==> src/rtl/npc_ctrl_if.sv <==
// rtl/npc_ctrl_if.sv - fetch bus, execute redirect and PC write signals of npc_ctrl
interface npc_ctrl_if;
    logic [31:0] pc;
    logic        if_req;
    logic [31:0] if_addr;
    logic        if_ack;
    logic [31:0] if_rdata;
    logic [31:0] instr;
    logic        instr_valid;
    logic        ex_done;
    logic        br_taken;
    logic [15:0] br_off;
    logic        jmp;
    logic [25:0] jmp_idx;
    logic        jr;
    logic [31:0] jr_target;
    logic        exc;
    logic        eret;
    logic [31:0] epc;
    logic        stall;
    logic [31:0] npc;
    logic        pc_we;
    logic        addr_err;

    modport master (
        input  pc, if_ack, if_rdata, ex_done, br_taken, br_off, jmp, jmp_idx,
               jr, jr_target, exc, eret, epc, stall,
        output if_req, if_addr, instr, instr_valid, npc, pc_we, addr_err
    );

    modport slave (
        output pc, if_ack, if_rdata, ex_done, br_taken, br_off, jmp, jmp_idx,
               jr, jr_target, exc, eret, epc, stall,
        input  if_req, if_addr, instr, instr_valid, npc, pc_we, addr_err
    );
endinterface

==> src/rtl/npc_ctrl.sv <==
// rtl/npc_ctrl.sv - fetch and next-PC commit controller for the multi-cycle CPU
module npc_ctrl #(
    parameter logic [31:0] RESET_PC   = 32'h0040_0000,
    parameter logic [31:0] EXC_VECTOR = 32'h0040_0004
) (
    input  logic       clk,
    input  logic       rst,
    npc_ctrl_if.master bus
);
    typedef enum logic [1:0] {FETCH, WAIT_EX, COMMIT} state_t;

    state_t      state_q, state_d;
    logic        if_req_q, if_req_d;
    logic [31:0] if_addr_q, if_addr_d;
    logic [31:0] instr_q, instr_d;
    logic        instr_valid_q, instr_valid_d;
    logic [31:0] npc_q, npc_d;
    logic        addr_err_q, addr_err_d;
    logic        pc_we;

    logic [31:0] seq;
    logic [31:0] br_target;
    logic [31:0] jmp_target;
    logic [31:0] target;

    always_comb begin
        seq        = bus.pc + 32'd4;
        br_target  = seq + {{14{bus.br_off[15]}}, bus.br_off, 2'b00};
        jmp_target = {seq[31:28], bus.jmp_idx, 2'b00};
        if (bus.exc) begin
            target = EXC_VECTOR;
        end else if (bus.eret) begin
            target = bus.epc;
        end else if (bus.jr) begin
            target = bus.jr_target;
        end else if (bus.jmp) begin
            target = jmp_target;
        end else if (bus.br_taken) begin
            target = br_target;
        end else begin
            target = seq;
        end
    end

    always_comb begin
        state_d       = state_q;
        if_req_d      = if_req_q;
        if_addr_d     = if_addr_q;
        instr_d       = instr_q;
        instr_valid_d = 1'b0;
        npc_d         = npc_q;
        addr_err_d    = 1'b0;
        pc_we         = 1'b0;
        case (state_q)
            FETCH: begin
                // The request is raised one cycle into FETCH so pc has already taken the committed value.
                if (!if_req_q) begin
                    if_req_d  = 1'b1;
                    if_addr_d = bus.pc;
                end else if (bus.if_ack) begin
                    instr_d       = bus.if_rdata;
                    instr_valid_d = 1'b1;
                    if_req_d      = 1'b0;
                    state_d       = WAIT_EX;
                end
            end
            WAIT_EX: begin
                if (bus.ex_done) begin
                    state_d = COMMIT;
                    if (!bus.exc && (target[1:0] != 2'b00)) begin
                        npc_d      = EXC_VECTOR;
                        addr_err_d = 1'b1;
                    end else begin
                        npc_d = target;
                    end
                end
            end
            COMMIT: begin
                if (!bus.stall && !rst) begin
                    pc_we   = 1'b1;
                    state_d = FETCH;
                end
            end
            default: begin
                state_d = FETCH;
            end
        endcase
    end

    always_ff @(posedge clk) begin
        if (rst) begin
            state_q       <= FETCH;
            if_req_q      <= 1'b0;
            if_addr_q     <= 32'd0;
            instr_q       <= 32'd0;
            instr_valid_q <= 1'b0;
            npc_q         <= RESET_PC;
            addr_err_q    <= 1'b0;
        end else begin
            state_q       <= state_d;
            if_req_q      <= if_req_d;
            if_addr_q     <= if_addr_d;
            instr_q       <= instr_d;
            instr_valid_q <= instr_valid_d;
            npc_q         <= npc_d;
            addr_err_q    <= addr_err_d;
        end
    end

    assign bus.if_req      = if_req_q;
    assign bus.if_addr     = if_addr_q;
    assign bus.instr       = instr_q;
    assign bus.instr_valid = instr_valid_q;
    assign bus.npc         = npc_q;
    assign bus.pc_we       = pc_we;
    assign bus.addr_err    = addr_err_q;
endmodule

==> src/flat_wrapper.sv <==
// flat-port wrapper written by rule: the top's interface ports become plain ports
module npc_ctrl_flat 
#(
    parameter logic [31:0] RESET_PC   = 32'h0040_0000,
    parameter logic [31:0] EXC_VECTOR = 32'h0040_0004
)
  (clk, rst, bus_pc, bus_if_ack, bus_if_rdata, bus_ex_done, bus_br_taken, bus_br_off, bus_jmp, bus_jmp_idx, bus_jr, bus_jr_target, bus_exc, bus_eret, bus_epc, bus_stall, bus_if_req, bus_if_addr, bus_instr, bus_instr_valid, bus_npc, bus_pc_we, bus_addr_err);
  npc_ctrl_if bus_i ();
  input  logic clk;
  input  logic rst;
  input wire logic [$bits(bus_i.pc)-1:0] bus_pc;
  input wire logic [$bits(bus_i.if_ack)-1:0] bus_if_ack;
  input wire logic [$bits(bus_i.if_rdata)-1:0] bus_if_rdata;
  input wire logic [$bits(bus_i.ex_done)-1:0] bus_ex_done;
  input wire logic [$bits(bus_i.br_taken)-1:0] bus_br_taken;
  input wire logic [$bits(bus_i.br_off)-1:0] bus_br_off;
  input wire logic [$bits(bus_i.jmp)-1:0] bus_jmp;
  input wire logic [$bits(bus_i.jmp_idx)-1:0] bus_jmp_idx;
  input wire logic [$bits(bus_i.jr)-1:0] bus_jr;
  input wire logic [$bits(bus_i.jr_target)-1:0] bus_jr_target;
  input wire logic [$bits(bus_i.exc)-1:0] bus_exc;
  input wire logic [$bits(bus_i.eret)-1:0] bus_eret;
  input wire logic [$bits(bus_i.epc)-1:0] bus_epc;
  input wire logic [$bits(bus_i.stall)-1:0] bus_stall;
  output wire logic [$bits(bus_i.if_req)-1:0] bus_if_req;
  output wire logic [$bits(bus_i.if_addr)-1:0] bus_if_addr;
  output wire logic [$bits(bus_i.instr)-1:0] bus_instr;
  output wire logic [$bits(bus_i.instr_valid)-1:0] bus_instr_valid;
  output wire logic [$bits(bus_i.npc)-1:0] bus_npc;
  output wire logic [$bits(bus_i.pc_we)-1:0] bus_pc_we;
  output wire logic [$bits(bus_i.addr_err)-1:0] bus_addr_err;
  assign bus_i.pc = bus_pc;
  assign bus_i.if_ack = bus_if_ack;
  assign bus_i.if_rdata = bus_if_rdata;
  assign bus_i.ex_done = bus_ex_done;
  assign bus_i.br_taken = bus_br_taken;
  assign bus_i.br_off = bus_br_off;
  assign bus_i.jmp = bus_jmp;
  assign bus_i.jmp_idx = bus_jmp_idx;
  assign bus_i.jr = bus_jr;
  assign bus_i.jr_target = bus_jr_target;
  assign bus_i.exc = bus_exc;
  assign bus_i.eret = bus_eret;
  assign bus_i.epc = bus_epc;
  assign bus_i.stall = bus_stall;
  assign bus_if_req = bus_i.if_req;
  assign bus_if_addr = bus_i.if_addr;
  assign bus_instr = bus_i.instr;
  assign bus_instr_valid = bus_i.instr_valid;
  assign bus_npc = bus_i.npc;
  assign bus_pc_we = bus_i.pc_we;
  assign bus_addr_err = bus_i.addr_err;
  npc_ctrl #(.RESET_PC(RESET_PC), .EXC_VECTOR(EXC_VECTOR)) u_core (.clk(clk), .rst(rst), .bus(bus_i));
endmodule
==> config.mk <==
export PLATFORM = sky130hd
export DESIGN_NAME = npc_ctrl_flat
export DESIGN_NICKNAME = d
export VERILOG_FILES = /design/src/rtl/npc_ctrl_if.sv /design/src/rtl/npc_ctrl.sv /design/src/flat_wrapper.sv
export SDC_FILE = /design/constraint.sdc
export NUM_CORES = 1
export LEC_CHECK = 0
export ABC_AREA = 1
export CORE_MARGIN = 3
export CORE_UTILIZATION = 46
export CTS_CLUSTER_DIAMETER = 60
export DETAILED_ROUTE_END_ITERATION = 6
export PLACE_DENSITY = 0.81
export SLEW_MARGIN = 15
export SYNTH_ARGS = -nofsm -noshare
export SYNTH_HDL_FRONTEND = slang
export SYNTH_SLANG_ARGS = --single-unit
==> constraint.sdc <==
create_clock -name clk -period 3.3 [get_ports clk]
set_input_delay 0.33 -clock clk [delete_from_list [all_inputs] [get_ports clk]]
set_output_delay 0.33 -clock clk [all_outputs]
set_load 0.01 [all_outputs]
==> results of run 1 <==
==> state kept, by name (all words and copies together), names as in the netlist <==
name,cells
u_core.state_q,2
u_core.bus.if_req,1
u_core.bus.instr,32
u_core.bus.if_addr,32
u_core.bus.instr_valid,1
u_core.bus.npc,32
u_core.bus.addr_err,1
==> worst register-to-register path, cell delays in order (launching register included) <==
cell	delay, ns
dfxtp_1	0.34
nor2_1	0.21
inv_1	0.08
nor2_2	0.07
buf_4	0.36
inv_1	0.39
nor2_1	0.22
nor2_1	0.07
==> kinds of logic after synthesis <==
kind of cell	count (synthesis)	synth area share
simple gates	818	0.426
fa+ha+maj	36	0.0589
xor+xnor	24	0.0270
buf+inv	207	0.103
compound gates	182	0.122
flops	101	0.260
mux	2	0.00257
==> routing by layer <==
layer  GRT usage  vias up  wire (um)  part of all wire
li1            -     5112          -                 -
met1       0.447     4731      13900              0.41
met2       0.586      496      15800              0.47
met3      0.0766       86       2740             0.080
met4       0.164        0       1600             0.047
met5           0        -          0                 0
==> worst max-delay path by stage <==
stage	startpoint	end	slack (ns)	depth (start not counted)
floorplan	bus_pc[2]	u_core.bus.npc[15]	0.64	21
global placement	bus_pc[10]	u_core.bus.npc[14]	-0.30	19
detailed placement	bus_pc[2]	u_core.bus.npc[30]	-0.36	22
CTS	bus_pc[2]	u_core.bus.npc[30]	0.01	21
global route	bus_pc[6]	u_core.bus.npc[30]	-0.04	24
finish	bus_pc[6]	u_core.bus.npc[29]	0.18	23
==> cell type report <==
class	instances	area (um2)	share of cell area
Timing Repair Buffer	440	4030	0.323
Clock inverter	7	86.3	0.00693
Multi-Input combinational cell	1062	5220	0.420
Tap cell	216	270	0.0217
Inverter	158	593	0.0476
Sequential cell	101	2020	0.162
Clock buffer	9	225	0.0181
Antenna cell	1	2.50	0.000201
==> synthesized netlist by cell type <==
cell type  number  area [um2]
inv_2           2        7.51
nor3b_1         1        7.51
dfxtp_1       101        2020
a21oi_1       103         515
o21bai_1        7        52.6
nor3_1         10        50.1
clkinv_1        1        3.75
nor2_1        195         732
and2_1          8        50.1
inv_1         155         582
or2_2           8        50.1
or3_1           1        6.26
and3_1          1        6.26
nand3_1       105         526
o21ai_0        64         320
nand2_1       474        1780
mux2i_1         2        20.0
nand3b_1        4        30.0
clkbuf_1       42         158
ha_1           35         438
a31oi_1         1        6.26
fa_1            1        20.0
buf_1           3        11.3
buf_6           2        22.5
o31ai_1         1        7.51
o211a_1         1        10.0
xnor2_1         7        61.3
xor2_1         17         149
o211ai_1        5        37.5
nor3_4          1        16.3
buf_4           2        15.0
nand4_1        10        62.6
==> power breakdown <==
part / internal (uW) / switching [uW]
clock network: 545 / 568
registers: 1300 / 40.5
logic: 731 / 790
total: 2570 / 1400
==> metrics by stage <==
step,TNS (ns),instance area (um2),total power [uW]
floorplan,0,7770,2010
global placement,-4.57,11800,2800
detailed placement,-6.13,11800,2810
CTS,0,12100,3910
global route,-0.155,12400,4170
finish,0,12400,3970
==> layout by cell type (no fill, tap or decap), types with 2 or more instances in the layout <==
cell type	netlist	routed
nand4_1	10	10
nor2_4	0	6
clkbuf_16	0	9
a21oi_1	103	98
nor3_2	0	5
mux2i_1	2	2
nand3_1	105	103
inv_2	2	4
clkdlybuf4s50_1	0	269
dfxtp_1	101	101
dlymetal6s2s_1	0	10
o211ai_1	5	5
xor2_2	0	2
xnor2_1	7	5
a21oi_2	0	5
or2_2	8	8
nand3b_1	4	4
and2_1	8	7
buf_4	2	161
nor2_1	195	167
nand2_2	0	11
xor2_1	17	15
nor3_1	10	5
inv_1	155	153
xnor2_2	0	2
o21ai_0	64	63
nand2_1	474	463
o21bai_1	7	6
ha_4	0	3
clkinv_8	0	3
inv_6	0	2
ha_2	0	3
ha_1	35	29
nor2_2	0	22
==> what timing repair did <==
action,in CTS,in global routing
endpoints found under the hold margin,0,0
endpoints found under the setup margin,0,23
gates resized for setup,0,81
buffers inserted,0,3
==> impl_metrics.ini, run 1 <==
[hold_path]
min_path_cells = 3
hold-path-endpoint = u_core.bus.if_addr[7]
hold_start = bus_pc[7]
hold_class = primary input to flip-flop

[timing]
final-setup-viol-count = 0
period_share = 0.946
rsz0062_at_grt = yes
hold_viol_final = 0
clock.fmax_ghz = 0.320
drv_slew = 0
fin_worst_skew_ns = 0.0186
tightest_slew_ns = 0.791
period_needed_ns = 3.12
timing.slew.headroom = 0.471
layout_setup_ws_ns = 0.178
holdWs_ns = 0.349

[detailed_routing]
vias = 10400
first_pass_iters = 5
drt_iter0_markers = 898
drc = 0
ant_nets = 0
wirelength_mm = 34.1
wl_per_cell_um = 17.1
viasPerCell = 5.23

[placed_design]
place_hpwl_mm = 27.2
dp_cells = 1974
globalplace.congestion = 1.00
pre_cts_slack_ns = -0.358
io_buffers = 279

[die]
coreArea_um2 = 16200
ios = 280
die_w_um = 136
start_util = 0.479
die-height_um = 136
die_area_um2 = 18500
fp-row-count = 46

[worst_setup_path]
crit_path_start_kind = primary input
crit_family = simple AND/OR/NAND/NOR gates
worstSetupPathType = primary input to flip-flop
crit_chain = clkdlybuf4s50_1 -> nand2_2 -> inv_2 -> nand4_1 -> buf_4 -> nor2_2 -> xor2_1 -> buf_4 -> ha_2 -> nand2_1 -> inv_1 -> nand2_1 -> nand2_1 -> a21oi_2 -> nor2_1 -> nor2_1 -> nand2_1 -> nand2_1 -> nand3_1 -> nand2_1 -> nand2_1 -> nand2_1 -> a21oi_1
crit_path_max_incr_delay_ns = 0.52
worstPathArrival_ns = 3.36
crit_fanout = 5
cp_data_required_time_ns = 3.53
critPathSlowestCell = clkdlybuf4s50_1
cpMostUsedCell = nand2_1
cp_num_buf_inv = 5
endpoint_kind = flip-flop
r2r_setup_slack_ns = 1.46
rr_endpoint = u_core.bus.if_addr[7]
reg2reg_from = u_core.state_q[1]
reg2reg_depth = 7

[clocking]
clock_latency_ns = 0.36
cts_tree = done
ctsHoldBuffers = 0
htree_levels = 3
clockRootBuffer = clkbuf_16
clk_pin_slew_ns = 0.08
clock-sinks = 101
numCtsBuffers = 9
cts_buffer_depth = 2

[finish]
nNetsFinal = 1988
fin_util = 0.767
syn_to_final_growth_pct = 60.1
stdcell_count = 1994
nFillCells = 1298
drive_above_1_share = 0.142

[global_route]
grt_remaining_overflow = 0
grt_pass1_vias = 10100
antenna_found_initial = 0
grt_max_degree = 50
grt_use_total = 0.357
grt_pass1_wl_mm = 52.2

[status]
outcome = finished clean

[job]
cap_viol_max_count = 0

[logic_synthesis]
ys_seq_area_frac = 0.260
synthCells = 1370
ys.warnings.count = 0
syn-cell-area_um2 = 7770
synth-seq-cells = 101
synth_nets = 1586
yosysUniqueCellTypes = 32
syn_area_per_cell_um2 = 5.68

[power_and_ir_drop]
irDropWorstVdd_mv = 0.350
p_per_area_nw_per_um2 = 319
p_leak_uw = 0.00608
(Power assumes the default switching activity.)
==> inputs of run 2 (changes only) <==
- CORE_UTILIZATION: 46 -> 50
- PLACE_DENSITY: 0.81 -> 0.87
- RECOVER_POWER: unset -> 50
- clock period: 3.3 -> 3.85 ns (I/O delays scaled with it)
==> impl_metrics.ini, run 2 (synthesis results as in run 1) <==
[clocking]
htree_levels = 3
ctsHoldBuffers = 0
cts_tree = done
clockRootBuffer = clkbuf_16
numCtsBuffers = 9
clock_latency_ns = 0.37
clk_pin_slew_ns = 0.08
cts_buffer_depth = 2
clock-sinks = 101

[die]
die_w_um = 131
coreArea_um2 = 14900
die-height_um = 131
fp-row-count = 44
ios = 280
start_util = 0.523
die_area_um2 = 17100

[worst_setup_path]
cpMostUsedCell = nand2_1
crit_family = simple AND/OR/NAND/NOR gates
crit_path_max_incr_delay_ns = 0.56
worstPathArrival_ns = 3.78
worstSetupPathType = primary input to flip-flop
crit_chain = clkdlybuf4s50_1 -> ha_1 -> nand2_1 -> nor2_1 -> nand2_1 -> xnor2_1 -> buf_4 -> ha_1 -> nand2_1 -> nor2_1 -> and2_1 -> nand2_1 -> nand3_1 -> nand2_1 -> nand3b_1 -> nand3_1 -> nand2_1 -> nand2_1 -> nand2_1 -> nand2_1 -> a21oi_1
cp_data_required_time_ns = 4.15
endpoint_kind = flip-flop
crit_fanout = 5
cp_num_buf_inv = 2
crit_path_start_kind = primary input
critPathSlowestCell = clkdlybuf4s50_1

[power_and_ir_drop]
finalPower_uw = 3250
irDropWorstVdd_mv = 0.392
p_sw_uw = 1180
power.share.switching = 0.362
p_per_area_nw_per_um2 = 288
internal_power_uw = 2070
power_frac_clock = 0.295
p_seq_frac = 0.354
power_frac_comb = 0.351
p_leak_uw = 0.00568

[timing]
tightest_slew_ns = 1.54
clock.fmax_ghz = 0.287
timing.slew.headroom = -0.0266
period_share = 0.905
rsz0062_at_grt = no
drv_slew = 35
holdWs_ns = 0.465
fin_worst_skew_ns = 0.0116
period_needed_ns = 3.48
final-setup-viol-count = 0
hold_viol_final = 0

[global_route]
grt_pass1_vias = 10000
grt_use_total = 0.398
antenna_found_initial = 0
grt_busiest_layer = met2
grt_util_met3 = 0.0801
grt_pass1_wl_mm = 52.4
grt_remaining_overflow = 0
grtUsageMet1 = 0.471
grt_max_degree = 70
met2_usage = 0.685

[finish]
syn_to_final_growth_pct = 45.1
nFillCells = 1146
fin_util = 0.759
final_cell_mix = nand2_1 (474), nor2_1 (192), clkdlybuf4s50_1 (182)
fin_area_um2 = 11300
n_antenna_cell = 0
nNetsFinal = 1876
stdcell_count = 1849
mostFrequentLayoutCell = nand2_1
drive_above_1_share = 0.0480

[status]
outcome = finished, violations left
violations = max-capacitance violations, max-slew violations

[placed_design]
place_area_um2 = 11000
globalplace.congestion = 1.04
place_hpwl_mm = 27.6
dp_cells = 1833
io_buffers = 279

[detailed_routing]
drt_iter0_markers = 1111
viasPerCell = 5.58
first_pass_iters = 6
drc = 0
ant_nets = 0
wl_per_cell_um = 19.0
wirelength_mm = 35.1
vias = 10300

[job]
cap_viol_max_count = 1

[hold_path]
hold_class = flip-flop to flip-flop
run 2: worst paths after layout:
kind | startpoint | endpoint | slack, ns | cells after the start
max | bus_pc[3] | u_core.bus.npc[18] | 0.37 | 21
min | u_core.bus.npc[6] | u_core.bus.npc[6] | 0.46 | 2
max reg2reg | u_core.state_q[1] | u_core.bus.instr[3] | 1.49 | 6
min reg2reg | u_core.bus.npc[6] | u_core.bus.npc[6] | 0.46 | 2
run 2: layout make-up:
| class | instances | area [um2] | area share |
|---|---|---|---|
| inverter | 158 | 593 | 0.0526 |
| clock buffer | 9 | 225 | 0.0200 |
| sequential | 101 | 2020 | 0.179 |
| tap | 184 | 230 | 0.0204 |
| timing repair buffer | 328 | 3150 | 0.279 |
| clock inverter | 7 | 86.3 | 0.00765 |
| multi-input combinational | 1062 | 4970 | 0.441 |
run 2: worst min-delay path: stages (launching register included):
cell and delay, ns:
dfxtp_1 0.31, nand2_1 0.06, a21oi_1 0.06
run 2: power groups by stage:
stage / clock network, uW / registers [uW] / logic (uW)
2_1_floorplan: 0 / 1200 / 523
3_3_place_gp: 0 / 1160 / 1110
3_5_place_dp: 0 / 1170 / 1130
4_1_cts: 948 / 1150 / 1140
5_1_grt: 986 / 1150 / 1230
6_report: 958 / 1150 / 1140
run 2: layer usage:
metal  part of all wire  vias to the layer above  wire length (um)
li1                   -                     4885                 -
met1               0.37                     4648             12800
met2               0.48                      656             16800
met3               0.10                      123              3500
met4              0.055                        0              1940
met5                  0                        -                 0
run 2: what timing repair did:
action                                  CTS  global route
endpoints found under the setup margin    0             3
buffers inserted                          0             0
resized for setup                         0             3
run 2: stage by stage:
stage          setup TNS, ns  worst slack [ns]
6_report                   0             0.366
5_1_grt                    0            0.0623
4_1_cts                    0             0.375
3_5_place_dp        -0.00604          -0.00328
3_3_place_gp               0            0.0578
2_1_floorplan              0              1.14
